**src/rtl/pixel_memory_reader.sv**
```systemverilog
// pixel_memory_reader: streams a contiguous run of pixels from the 1024 x 8
// pixel memory (port B, 1-cycle read latency) onto a valid/ready stream.
// A 2-entry output buffer absorbs the read latency so the block sustains one
// pixel per cycle and loses nothing under backpressure.
//
// state | meaning
// ------+---------------------------------------------------------------
// IDLE  | waiting for start; start latches base and clamped length
// RUN   | issuing reads and streaming pixels until the last one transfers
// DONE  | one-cycle done pulse, then back to IDLE
module pixel_memory_reader #(
    parameter int ADDR_WIDTH = 10,
    parameter int DATA_WIDTH = 8
) (
    input  logic                  clk,
    input  logic                  rst,
    input  logic                  start,
    input  logic [ADDR_WIDTH-1:0] base_addr,
    input  logic [ADDR_WIDTH:0]   length,
    output logic [ADDR_WIDTH-1:0] mem_addr,
    input  logic [DATA_WIDTH-1:0] mem_q,
    output logic [DATA_WIDTH-1:0] pixel_data,
    output logic                  pixel_valid,
    input  logic                  pixel_ready,
    output logic                  pixel_last,
    output logic                  busy,
    output logic                  done
);

    localparam logic [1:0] S_IDLE = 2'd0;
    localparam logic [1:0] S_RUN  = 2'd1;
    localparam logic [1:0] S_DONE = 2'd2;

    localparam logic [ADDR_WIDTH:0] MAX_LEN = (ADDR_WIDTH+1)'(1 << ADDR_WIDTH);

    logic [1:0]            state_q, state_d;
    logic [ADDR_WIDTH-1:0] base_q, base_d;
    logic [ADDR_WIDTH:0]   len_q, len_d;
    logic [ADDR_WIDTH:0]   issue_cnt_q, issue_cnt_d;
    logic [ADDR_WIDTH:0]   acc_cnt_q, acc_cnt_d;
    logic                  in_flight_q, in_flight_d;
    logic [DATA_WIDTH-1:0] buf0_q, buf0_d;
    logic [DATA_WIDTH-1:0] buf1_q, buf1_d;
    logic                  wr_ptr_q, wr_ptr_d;
    logic                  rd_ptr_q, rd_ptr_d;
    logic [1:0]            count_q, count_d;
    logic [ADDR_WIDTH-1:0] mem_addr_q, mem_addr_d;

    logic                  pop;
    logic                  push;
    logic                  issue;
    logic                  last_pop;
    logic [2:0]            occ_after;
    logic [ADDR_WIDTH-1:0] issue_addr;

    // Stream outputs, issue decision and read address.
    always_comb begin
        pixel_valid = (count_q != 2'd0);
        pixel_data  = rd_ptr_q ? buf1_q : buf0_q;
        pixel_last  = pixel_valid && (acc_cnt_q == len_q - 1'b1);
        busy        = (state_q == S_RUN);
        done        = (state_q == S_DONE);
        pop         = pixel_valid & pixel_ready;
        push        = in_flight_q;
        last_pop    = pop && (acc_cnt_q == len_q - 1'b1);
        // Occupancy the buffer would have after this cycle without a new issue;
        // pop implies count >= 1, so this never underflows.
        occ_after   = {1'b0, count_q} + {2'b0, in_flight_q} - {2'b0, pop};
        issue       = (state_q == S_RUN) && (issue_cnt_q < len_q) && (occ_after < 3'd2);
        issue_addr  = base_q + issue_cnt_q[ADDR_WIDTH-1:0];
        mem_addr    = issue ? issue_addr : mem_addr_q;
    end

    // Next-state for FSM, counters and the 2-entry output buffer.
    always_comb begin
        state_d     = state_q;
        base_d      = base_q;
        len_d       = len_q;
        issue_cnt_d = issue_cnt_q;
        acc_cnt_d   = acc_cnt_q;
        in_flight_d = issue;
        buf0_d      = buf0_q;
        buf1_d      = buf1_q;
        wr_ptr_d    = wr_ptr_q;
        rd_ptr_d    = rd_ptr_q;
        count_d     = count_q;
        mem_addr_d  = mem_addr;

        case (state_q)
            S_IDLE: begin
                if (start) begin
                    base_d      = base_addr;
                    len_d       = (length > MAX_LEN) ? MAX_LEN : length;
                    issue_cnt_d = '0;
                    acc_cnt_d   = '0;
                    state_d     = (length == '0) ? S_DONE : S_RUN;
                end
            end
            S_RUN: begin
                if (issue) issue_cnt_d = issue_cnt_q + 1'b1;
                if (pop)   acc_cnt_d   = acc_cnt_q + 1'b1;
                if (last_pop) state_d  = S_DONE;
            end
            S_DONE: begin
                state_d = S_IDLE;
            end
            default: state_d = S_IDLE;
        endcase

        if (push) begin
            if (wr_ptr_q) buf1_d = mem_q;
            else          buf0_d = mem_q;
            wr_ptr_d = ~wr_ptr_q;
        end
        if (pop) rd_ptr_d = ~rd_ptr_q;
        count_d = count_q + {1'b0, push} - {1'b0, pop};
    end

    // State registers; reset flushes the buffer and drops any in-flight read.
    always_ff @(posedge clk) begin
        if (rst) begin
            state_q     <= S_IDLE;
            base_q      <= '0;
            len_q       <= '0;
            issue_cnt_q <= '0;
            acc_cnt_q   <= '0;
            in_flight_q <= 1'b0;
            buf0_q      <= '0;
            buf1_q      <= '0;
            wr_ptr_q    <= 1'b0;
            rd_ptr_q    <= 1'b0;
            count_q     <= '0;
            mem_addr_q  <= '0;
        end else begin
            state_q     <= state_d;
            base_q      <= base_d;
            len_q       <= len_d;
            issue_cnt_q <= issue_cnt_d;
            acc_cnt_q   <= acc_cnt_d;
            in_flight_q <= in_flight_d;
            buf0_q      <= buf0_d;
            buf1_q      <= buf1_d;
            wr_ptr_q    <= wr_ptr_d;
            rd_ptr_q    <= rd_ptr_d;
            count_q     <= count_d;
            mem_addr_q  <= mem_addr_d;
        end
    end

endmodule

```
**config.mk**
```make
export PLATFORM = sky130hd
export DESIGN_NAME = pixel_memory_reader
export DESIGN_NICKNAME = d
export VERILOG_FILES = /design/src/rtl/pixel_memory_reader.sv
export SDC_FILE = /design/constraint.sdc
export NUM_CORES = 1
export LEC_CHECK = 0
export CAP_MARGIN = 5
export CORE_MARGIN = 2
export CORE_UTILIZATION = 50
export DETAILED_ROUTE_END_ITERATION = 7
export MAX_ROUTING_LAYER = met4
export PLACE_DENSITY = 0.74
export SKIP_CTS_REPAIR_TIMING = 1
export SYNTH_ARGS = -nofsm -noshare
export SYNTH_HDL_FRONTEND = slang
export SYNTH_SLANG_ARGS = --single-unit
export TNS_END_PERCENT = 50
```
**constraint.sdc**
```tcl
create_clock -name clk -period 9.86 [get_ports clk]
set_input_delay 1.479 -clock clk [delete_from_list [all_inputs] [get_ports clk]]
set_output_delay 1.479 -clock clk [all_outputs]
set_load 0.005 [all_outputs]
```
# Word-level counts from Yosys, hierarchy flattened
# Cells that the tools add are included.
dict set report op_classes {
  eq_ne 7
  add_sub_neg 8
  reduce_logical 14
  shift 0
  magnitude_cmp 3
  bitwise_logic 3
  n_mul 0
  muxes 12
  div 0
}
# op count
set op_table {}
lappend op_table {{$mux 11} 4}
lappend op_table {{$pmux 11 s2} 2}
lappend op_table {{$add 11x1->11 const B} 2}
lappend op_table {{$eq 11x11->1} 1}
lappend op_table {{$gt 11x11->1 const B} 1}
lappend op_table {{$logic_not 11->1} 1}
lappend op_table {{$lt 11x11->1} 1}
lappend op_table {{$sub 11x1->11 const B} 1}
lappend op_table {{$add 10x10->10} 1}
lappend op_table {{$mux 10} 1}
lappend op_table {{$mux 8} 1}
lappend op_table {{$reduce_and 2->1} 4}
lappend op_table {{$mux 2} 3}
lappend op_table {{$ne 2x1->1 const B} 3}
lappend op_table {{$reduce_and 3->1} 2}
lappend op_table {{$logic_and 1x1->1} 4}
lappend op_table {{$pmux 2 s2} 1}
lappend op_table {{$reduce_bool 2->1} 2}
lappend op_table {{$add 2x1->3} 1}
lappend op_table {{$lt 3x2->1 const B} 1}
lappend op_table {{$sub 3x1->3} 1}
lappend op_table {{$add 2x1->2} 1}
lappend op_table {{$eq 2x1->1 const B} 1}
lappend op_table {{$eq 2x2->1 const B} 1}
lappend op_table {{5 further kinds} 6}
dict set report word_totals {
  input_bits 33
  rom_bits 0
  memories 0
  word_cells 59
  out_inout_bits 22
  ff_bits 76
  ramBits 0
  latch_bits 0
}

# Depth between registers and ports, before layout
dict set report logic_depth {
  word_depth 7
  depth_mapped 16
}

# Worst setup path after synthesis
# Ideal clock, no wire load.
dict set report synth_timing {
  kind {input-to-output}
  start {input pixel_ready}
  end {output mem_addr[7]}
  path_buffers 3
  stages 14
  setup_slack_ns 4.638
  t_arrival_ns 3.743
  cell_sequence {and2_1 -> clkbuf_1 -> ha_1 -> inv_1 -> ha_1 -> fa_1 -> nor2_1 -> nand4_1 -> a31oi_1 -> o21a_1 -> buf_4 -> buf_2 -> nor2_1 -> a21oi_1}
}
dict set report synth_between {
  elab_chain_len 5
}
# item line_no
set synth_lines {}
lappend synth_lines {{from (decl)} 24} ;# input logic pixel_ready,
lappend synth_lines {{$and 1x1->1} 63} ;# pop = pixel_valid & pixel_ready;
lappend synth_lines {{named net pop} 49} ;# logic pop;
lappend synth_lines {{$sub 3x1->3} 68} ;# occ_after = {1'b0, count_q} + {2'b0, in_flight_q} - {2'b0, pop};
lappend synth_lines {{$lt 3x2->1} 69} ;# issue = (state_q == S_RUN) && (issue_cnt_q < len_q) && (occ_after < 3'd2);
lappend synth_lines {{$logic_and 1x1->1} 69}
lappend synth_lines {{$mux 10} 71} ;# mem_addr = issue ? issue_addr : mem_addr_q;
lappend synth_lines {{to (decl)} 20} ;# output logic [ADDR_WIDTH-1:0] mem_addr,
# The timed path passes the listed nets, and every way through them passes these cells.

# Final worst setup path
dict set report layout_timing {
  start {input pixel_ready}
  end {output mem_addr[0]}
}
dict set report layout_between {
  elab_chain_len 5
}
# item line_no
set layout_lines {}
lappend layout_lines {{$and 1x1->1} 63}
lappend layout_lines {{$sub 3x1->3} 68}
lappend layout_lines {{$lt 3x2->1} 69}
lappend layout_lines {{$logic_and 1x1->1} 69}
lappend layout_lines {{$mux 10} 71}
# Every way passes these cells.

==> impl_metrics.env <==
export IMPL_routed_wl_um=9930
export IMPL_grt_ovfl_total=0
export IMPL_cts_sinks=76
export IMPL_power_density_mw_per_mm2=157
export IMPL_ys_flop_type="dfxtp_1"
export IMPL_synth_simple_area_share=0.234
export IMPL_via_per_inst=5.74
export IMPL_leakage_nw=1.84
export IMPL_synth_adder_area_share=0.0824
export IMPL_hold_path_depth=2
export IMPL_grt_max_degree=49
export IMPL_root_buffer="clkbuf_8"
export IMPL_fin_skew_ns=0.00914
export IMPL_slew_headroom=0.308
export IMPL_syn_area_mm2=0.00413
export IMPL_die_h_um=94.9
export IMPL_synth_edf_count=0
export IMPL_slowest_stage="o21a_1"
export IMPL_initial_core_util=0.510
export IMPL_synth_seq_cells=76
export IMPL_grt_pass1_vias=3514
export IMPL_drc=0
export IMPL_firstDrtPassIters=4
export IMPL_cp_max_fo=19
export IMPL_yosysTopAreaCell="dfxtp_1"
export IMPL_finalHoldViolCount=0
export IMPL_synth_compound_area_frac=0.170
export IMPL_cp_data_required_time_ns=8.38
export IMPL_clkSlewWorstSetupHoldPaths_ns=0.08
export IMPL_grt_first_pass_wirelength_um=16300
export IMPL_htreeDepth=3
export IMPL_period_share=0.667
export IMPL_nNetsFinal=608
export IMPL_n_fill_cell=758
export IMPL_critPathLaunch="pixel_ready"
export IMPL_final_min_clock_period_ns=6.58
export IMPL_rows=33
export IMPL_die_x_um=94.9
export IMPL_portBuffers=54
export IMPL_yosysMostFrequentCell="dfxtp_1"
export IMPL_syn_nets=562
export IMPL_synth_top_cell_area_share=0.368
export IMPL_async_reset_ff_frac=0
export IMPL_fin_util=0.608
export IMPL_seq_area_frac_synth=0.368
export IMPL_cp_top_family="buffers and inverters"
export IMPL_fp_coreArea_mm2=0.00809
export IMPL_ir_drop_mv=0.0966
export IMPL_drive_above_1_share=0.0686
export IMPL_fin_setup_tns_ns=0
export IMPL_setup_viol=0
export IMPL_insertion_delay_ns=0.35
export IMPL_synth_top_family_by_area="simple AND/OR/NAND/NOR gates"
export IMPL_yosysUniqueCellTypes=53
export IMPL_gp_congestion=0.936
export IMPL_crit_buf_inv=3
export IMPL_critical_path_depth=12
export IMPL_startpoint_type="primary input"
export IMPL_critPathCaptureType="primary output"
export IMPL_r2r_cells=13
export IMPL_synth_xor_area_frac=0.0615
export IMPL_synthCells=503
export IMPL_cp_arrival_ns=5.10
export IMPL_cts_buffers=9
export IMPL_max_cap_viol_count=0
export IMPL_syn2layout_area_growth_pct=19.2
export IMPL_pin_count=55
export IMPL_regToRegSetupSlack_ns=6.36
export IMPL_antenna_found_initial=0
export IMPL_drtIter0Drc=202
export IMPL_hold_slack_ns=0.455
export IMPL_rsz0062_at_grt="false"
export IMPL_fmax_ghz=0.152
export IMPL_drv_slew=0
export IMPL_worstHoldPathType="reg -> reg"
export IMPL_crit_type="in -> out"
export IMPL_grt_util_all_layers=0.237
export IMPL_dp_cells=643
export IMPL_synth_mux_area_frac=0.0409
export IMPL_avgRoutedWirePerCell_um=15.1
export IMPL_die_area_mm2=0.00900
export IMPL_worst_slew_pin_slew_ns=1.03
export IMPL_crit_chain="clkdlybuf4s50_1 > and2_1 > ha_1 > inv_1 > ha_1 > fa_1 > nor2_1 > nand4_1 > a31oi_1 > o21a_1 > mux2_2 > clkdlybuf4s50_1"
export IMPL_ys_warnings_count=0
export IMPL_cts_buffer_depth=2
export IMPL_syn_area_per_cell_um2=8.21
export IMPL_stdcell_count=659
export IMPL_final_antenna_net_count=0
export IMPL_rr_startpoint="count_q[1]"
export IMPL_yosys_top_cells_count="dfxtp_1 (76), nand2_1 (75), a21oi_1 (54), nand3_1 (27), inv_1 (25)"
export IMPL_status="finished, final reports clean"
export IMPL_rr_endpoint="mem_addr_q[0]"
export IMPL_hpwl_um=7130
export IMPL_cts_tree="done"
export IMPL_critPathMaxStageDelay_ns=0.63
export IMPL_total_power_uw=771
export IMPL_ys_top_cells_by_area="dfxtp_1 (37%), ha_1 (7.3%), nand2_1 (6.8%)"
export IMPL_setup_worst_path_end="mem_addr[0]"
export IMPL_vias=3780
export IMPL_antenna_cells=0
[worst reg2reg max path: stages (launching register included)]
cell and delay, ns:
dfxtp_1 0.34, inv_1 0.10, nand2_1 0.08, and2_1 0.23, ha_1 0.29, inv_1 0.04
ha_1 0.18, fa_1 0.44, nor2_1 0.11, nand4_1 0.10, a31oi_1 0.30, o21a_1 0.63
mux2_2 0.43, and2_1 0.15
[placed cells by master, fill, tap and decap left out, drive strengths merged, types with 15 or more instances in the layout]
cell	instances
ha	24
inv	25
o21ai	23
nand3	27
mux2	15
a21oi	54
clkdlybuf4s50	54
dfxtp	76
nor2	23
nand2	75
xnor2	16
[cell type report]
cell class                      instances  area (um^2)  share of cell area
Multi-Input combinational cell        382         2430               0.495
Sequential cell                        76         1520               0.309
Timing Repair Buffer                   55          548               0.111
Tap cell                              105          131              0.0267
Clock buffer                           10          128              0.0259
Inverter                               25         93.8              0.0191
Clock inverter                          6         65.1              0.0132
[metrics by stage]
stage | setup slack, ns | area [um^2]
floorplan | 4.64 | 4130
global placement | 3.36 | 4730
detailed placement | 3.25 | 4730
CTS | 3.23 | 4920
global route | 3.00 | 4920
finish | 3.28 | 4920
[worst min-delay path by stage]
stage                   start         to
CTS                 buf1_q[0]  buf1_q[0]
finish              buf0_q[3]  buf0_q[3]
detailed placement  buf1_q[0]  buf1_q[0]
global route        buf1_q[4]  buf1_q[4]
floorplan           buf1_q[0]  buf1_q[0]
global placement    buf0_q[4]  buf0_q[4]
[cells by family (layout without fill, tap and decap cells)]
group           count (synthesis)  after routing
compound gates                116            116
simple gates                  196            196
fa+ha+maj                      26             26
flops                          76             76
mux                            15             15
xor+xnor                       29             29
buf+inv                        45             96
[registers in the layout, indices dropped and copies added (netlist names)]
register	count
mem_addr_q	10
len_q	11
base_q	10
issue_cnt_q	11
rd_ptr_q	1
in_flight_q	1
buf0_q	8
count_q	2
buf1_q	8
acc_cnt_q	11
wr_ptr_q	1
state_q	2
[where the power goes]
group	internal [mW]	switching, mW	total, mW
logic	0.0916	0.0939	0.185
clock network	0.117	0.119	0.236
registers	0.327	0.0228	0.350
[metal layers]
| layer | GRT usage | vias to the layer above | routed length (um) |
|---|---|---|---|
| li1 | - | 1866 | - |
| met1 | 0.310 | 1774 | 4590 |
| met2 | 0.378 | 121 | 4640 |
| met3 | 0.0311 | 19 | 526 |
| met4 | 0.0797 | 0 | 162 |
| met5 | - | - | 0 |
No activity file was read; power rests on OpenSTA's default activity.
